### config.mk
export PLATFORM = sky130hd
export DESIGN_NAME = neuron_mac
export DESIGN_NICKNAME = d
export VERILOG_FILES = /design/src/rtl/neuron_mac.sv
export SDC_FILE = /design/constraint.sdc
export NUM_CORES = 1
export LEC_CHECK = 0
export CORE_MARGIN = 3
export CORE_UTILIZATION = 42
export DETAILED_ROUTE_END_ITERATION = 16
export GPL_ROUTABILITY_DRIVEN = 0
export GPL_TIMING_DRIVEN = 0
export SYNTH_ARGS = -nofsm -noshare
export SYNTH_HDL_FRONTEND = slang
export SYNTH_SLANG_ARGS = --single-unit
### constraint.sdc
create_clock -name clk -period 5.5 [get_ports clk]
set_input_delay 1.1 -clock clk [delete_from_list [all_inputs] [get_ports clk]]
set_output_delay 1.1 -clock clk [all_outputs]
set_load 0.01 [all_outputs]
### src/rtl/neuron_mac.sv
// neuron_mac: streams N_INPUTS signed 8x8 activation/weight products into a
// WIDTH-bit accumulator, adds the neuron bias, optionally scales by >>> SHIFT
// and hands the result to the activation stage with ready_signal.
// Optional build macro: ACC_SAT_EN (saturating accumulate and bias add).
module neuron_mac #(
  parameter int WIDTH    = 32,
  parameter int N_INPUTS = 64,
  parameter int SHIFT    = 9
) (
  input  logic                    clk,
  input  logic                    rst_n,
  input  logic                    start,
  input  logic                    in_valid,
  output logic                    in_ready,
  input  logic [7:0]              x_in,
  input  logic [7:0]              w_in,
  input  logic [7:0]              bias,
  input  logic [1:0]              ctrl_data,
  output logic signed [WIDTH-1:0] acc_out,
  output logic                    ready_signal,
  output logic                    busy
);

  localparam int CW = $clog2(N_INPUTS + 1);
  localparam logic [CW-1:0] LAST_IDX = CW'(N_INPUTS - 1);

`ifdef ACC_SAT_EN
  localparam logic signed [WIDTH-1:0] SAT_MAX = {1'b0, {(WIDTH-1){1'b1}}};
  localparam logic signed [WIDTH-1:0] SAT_MIN = {1'b1, {(WIDTH-1){1'b0}}};
`endif

  typedef enum logic [1:0] {
    IDLE  = 2'd0,
    ACCUM = 2'd1,
    BIAS  = 2'd2,
    DONE  = 2'd3
  } state_t;

  // Shared adder for accumulate and bias add; clamps on signed overflow
  // when saturation is built in, otherwise wraps modulo 2^WIDTH.
  function automatic logic signed [WIDTH-1:0] acc_add(
    input logic signed [WIDTH-1:0] a,
    input logic signed [WIDTH-1:0] b
  );
    logic signed [WIDTH-1:0] s;
    s = a + b;
`ifdef ACC_SAT_EN
    if ((a[WIDTH-1] == b[WIDTH-1]) && (s[WIDTH-1] != a[WIDTH-1])) begin
      s = a[WIDTH-1] ? SAT_MIN : SAT_MAX;
    end
`endif
    return s;
  endfunction

  state_t                  state_r;
  logic signed [WIDTH-1:0] acc_r;
  logic [CW-1:0]           count_r;

  logic signed [15:0]      prod_s;
  logic signed [WIDTH-1:0] prod_ext_s;
  logic signed [WIDTH-1:0] bias_ext_s;
  logic signed [WIDTH-1:0] acc_next_s;
  logic signed [WIDTH-1:0] bias_sum_s;
  logic signed [WIDTH-1:0] scaled_s;
  logic                    beat_s;

  assign prod_s     = $signed(x_in) * $signed(w_in);
  assign prod_ext_s = WIDTH'(prod_s);
  assign bias_ext_s = WIDTH'($signed(bias));
  assign acc_next_s = acc_add(acc_r, prod_ext_s);
  assign bias_sum_s = acc_add(acc_r, bias_ext_s);
  assign scaled_s   = bias_sum_s >>> SHIFT;
  assign beat_s     = in_valid && in_ready;

  // Control FSM with accumulator, beat counter and registered handshake outputs.
  always_ff @(posedge clk or negedge rst_n) begin
    if (!rst_n) begin
      state_r      <= IDLE;
      acc_r        <= {WIDTH{1'b0}};
      count_r      <= {CW{1'b0}};
      acc_out      <= {WIDTH{1'b0}};
      ready_signal <= 1'b0;
      in_ready     <= 1'b0;
      busy         <= 1'b0;
    end else begin
      case (state_r)
        IDLE, DONE: begin
          if (start) begin
            state_r      <= ACCUM;
            acc_r        <= {WIDTH{1'b0}};
            count_r      <= {CW{1'b0}};
            ready_signal <= 1'b0;
            in_ready     <= 1'b1;
            busy         <= 1'b1;
          end
        end
        ACCUM: begin
          if (beat_s) begin
            acc_r   <= acc_next_s;
            count_r <= count_r + CW'(1);
            if (count_r == LAST_IDX) begin
              state_r  <= BIAS;
              in_ready <= 1'b0;
            end
          end
        end
        BIAS: begin
          acc_out      <= ctrl_data[1] ? bias_sum_s : scaled_s;
          ready_signal <= 1'b1;
          busy         <= 1'b0;
          state_r      <= DONE;
        end
        default: begin
          state_r      <= IDLE;
          ready_signal <= 1'b0;
          in_ready     <= 1'b0;
          busy         <= 1'b0;
        end
      endcase
    end
  end

endmodule

==> flow_summary.json <==
{
  "status": "finished, violations left",
  "violations": "setup timing",
  "area_growth_pct": 21.1,
  "reg2reg_to": "acc_r[29]",
  "synth.net_count": 1378,
  "hold_viol_final": 0,
  "synth_area_leaders": "fa_1 (27%), dfrtp_1 (18%), ha_1 (13%), nand2_1 (4.2%), inv_1 (4.1%)",
  "antenna_found_initial": 0,
  "rrSetupSlack_ps": 470,
  "cp.arrival_ps": 5960,
  "finalCriticalPeriod_ps": 5730,
  "dr.pass1.iters": 6,
  "synth_edf_count": 0,
  "synth_cell_types": 68,
  "finalWorstSetupSlack_ps": -228,
  "ant_nets": 0,
  "hold-path-endpoint": "acc_out[4]",
  "fillers": 2184,
  "ys_warn_count": 0,
  "wirelength_um": 26300,
  "drc": 0,
  "drive_above_1_share_pct": 12.2,
  "clkTransAtPathRegs_ps": 60,
  "rsz0062_at_grt": "yes",
  "dr.first_iter.drc_count": 612,
  "start_kind": "input port",
  "syn_inst": 1106,
  "initial_utilization_pct": 43.3,
  "hold_slack_ps": 510,
  "period_share_pct": 104,
  "layout.area.seq_mm2": 0.00190,
  "die_y_um": 162,
  "die_w_um": 162,
  "insertion_delay_ps": 340,
  "critPathCaptureType": "flip-flop",
  "crit_chain": "buf_12 > nand2_4 > fa_2 > fa_2 > clkinvlp_4 > fa_1 > fa_1 > ha_4 > ha_4 > a21o_1 > a2111o_1 > a21oi_4 > a211oi_4 > o21ai_2 > a311oi_2 > or3_1 > a32o_1",
  "cts_buffer_depth": 2,
  "ys_seq_area_share_pct": 18.5,
  "critPathMaxStageDelay_ps": 670,
  "syn-mean-instance-area_um2": 9.30,
  "std_cell_rows": 56,
  "die_area_mm2": 0.0264,
  "ys_ff_latch": 76,
  "setup_viol": 10,
  "dp_slack_ps": -1770,
  "hpwlAfterDp_um": 20600,
  "skew_ps": 6.01,
  "crit_slowest_cell": "fa_2",
  "worstHoldStart": "acc_out[4]",
  "numClockSinks": 76,
  "io_pins": 65,
  "cp_max_fo": 5,
  "worstPathRequired_ps": 5730,
  "viasPerCell": 5.38,
  "grt_pass1_wl_um": 43100,
  "syn_area_mm2": 0.0103,
  "root_buffer": "clkbuf_16",
  "multi_input_area_mm2": 0.00830,
  "slew_violations": 0,
  "holdCritPathClass": "reg2reg",
  "critPathKind": "in2reg",
  "core_area_mm2": 0.0238,
  "grt_usage_pct": 20.3,
  "hold_path_depth": 1,
  "grt_max_degree": 48,
  "tritoncts": "yes",
  "antenna_cells": 0,
  "grt_pass1_vias": 8112,
  "numPortBuffers": 62,
  "max_freq_ghz": 0.175,
  "maxSlewHeadroom_pct": 16.2,
  "yosysTopAreaCell": "fa_1",
  "cts_made_buffers": 9,
  "yosysTopAreaCellShare_pct": 26.7,
  "postSynth.asyncResetShare_pct": 100,
  "synth_flop_cell": "dfrtp_1",
  "nets": 1488,
  "worstMarginPinSlew_ps": 1250,
  "routedWlPerCell_um": 17.1,
  "timing.max_cap.violations": 0,
  "r2r_cells": 20,
  "cts_htree_levels": 3,
  "grt_overflow": 0,
  "reg2reg_from": "acc_r[6]",
  "vias": 8291
}
-- through the flow --
stage | cell area, um2 | util [%] | TNS, ps | std cells
floorplan | 10400 | - | -1320 | 1106
global placement | 11400 | 48.2 | -26000 | 1487
detailed placement | 11500 | 48.3 | -26210 | 1488
CTS | 12200 | 51.5 | -945 | 1531
global route | 12500 | 52.5 | -3180 | 1540
finish | 12500 | 52.5 | -1410 | 1540
-- cell usage in the layout, fill, tap and decap left out, types with 31 or more instances in the layout --
cell	synthesis	routed
fa_1	137	133
nand2_1	115	112
inv_1	111	105
ha_1	105	85
nor2_1	81	81
dfrtp_1	76	76
a21oi_1	75	72
clkdlybuf4s50_1	0	46
o21ai_0	53	42
xnor2_1	33	32
and2_1	37	31
-- cell families after synthesis --
family,Yosys count,synth area share (%)
fa+ha+maj,242,39.4
xor+xnor,51,4.34
flops,76,18.5
mux,11,1.07
buf+inv,139,5.13
simple gates,319,14.4
compound gates,268,17.1
-- layer usage --
metal	wire [um]	share of wire, %	vias to the layer above	GRT usage [%]
met3	772	2.9	23	2.11
met5	0	0	-	0
met1	13200	50	4100	31.1
met2	11900	45	143	31.3
met4	453	1.7	0	4.27
li1	-	-	4025	-
-- area by class of cell --
| cell class | count | share of cell area [%] |
|---|---|---|
| multi-input combinational | 894 | 66.6 |
| sequential | 76 | 15.3 |
| timing repair buffer | 96 | 7.80 |
| inverter | 114 | 3.56 |
| tap | 319 | 3.20 |
| clock buffer | 12 | 2.06 |
| buffer | 25 | 1.12 |
| clock inverter | 4 | 0.382 |
-- synthesized netlist by cell type (3+ instances only) --
master / count
a211oi_1: 9
a21boi_0: 4
a21o_1: 18
a21oi_1: 75
a221oi_1: 3
a22o_1: 6
a22oi_1: 3
a31oi_1: 15
a32o_1: 3
and2_1: 37
and3_1: 7
buf_2: 3
clkbuf_1: 19
clkinv_1: 3
dfrtp_1: 76
fa_1: 137
ha_1: 105
inv_1: 111
mux2i_1: 11
nand2_1: 115
nand2b_1: 13
nand3_1: 21
nand4_1: 10
nor2_1: 81
nor2b_1: 7
nor3_1: 13
o2111ai_1: 4
o211ai_1: 8
o21a_1: 13
o21ai_0: 53
o21ai_1: 5
o21bai_1: 9
o22ai_1: 3
o31a_1: 3
o31ai_1: 7
or3_1: 6
xnor2_1: 33
xor2_1: 18
-- how the worst max path moves through the flow --
| stage | depth (start not counted) | endpoint | startpoint |
|---|---|---|---|
| finish | 17 | acc_r[31] | x_in[7] |
| global placement | 17 | acc_r[31] | x_in[7] |
| floorplan | 18 | acc_r[31] | w_in[6] |
| CTS | 19 | acc_r[31] | x_in[7] |
| global route | 17 | acc_r[31] | x_in[7] |
| detailed placement | 17 | acc_r[31] | x_in[7] |
-- registers in the layout (all words and copies together) (netlist names) --
register      flops
acc_out          32
acc_r            32
busy              1
count_r           7
in_ready          1
ready_signal      1
state_r           2
-- critical path, delay by kind of cell --
family / cells / cell delay [ps]
fa+ha+maj: 6 / 2670
simple gates: 2 / 390
compound gates: 7 / 1460
buf+inv: 2 / 340
-- repair_timing --
action	CTS	global route
gates resized for setup	129	28
buffers inserted	25	7
setup endpoints to repair	24	15
pin swaps	31	17
hold buffers	0	0
gates cloned	2	2
Power is not shown: default switching activity piles up to over one toggle a cycle in this logic, so the estimate is an artifact.
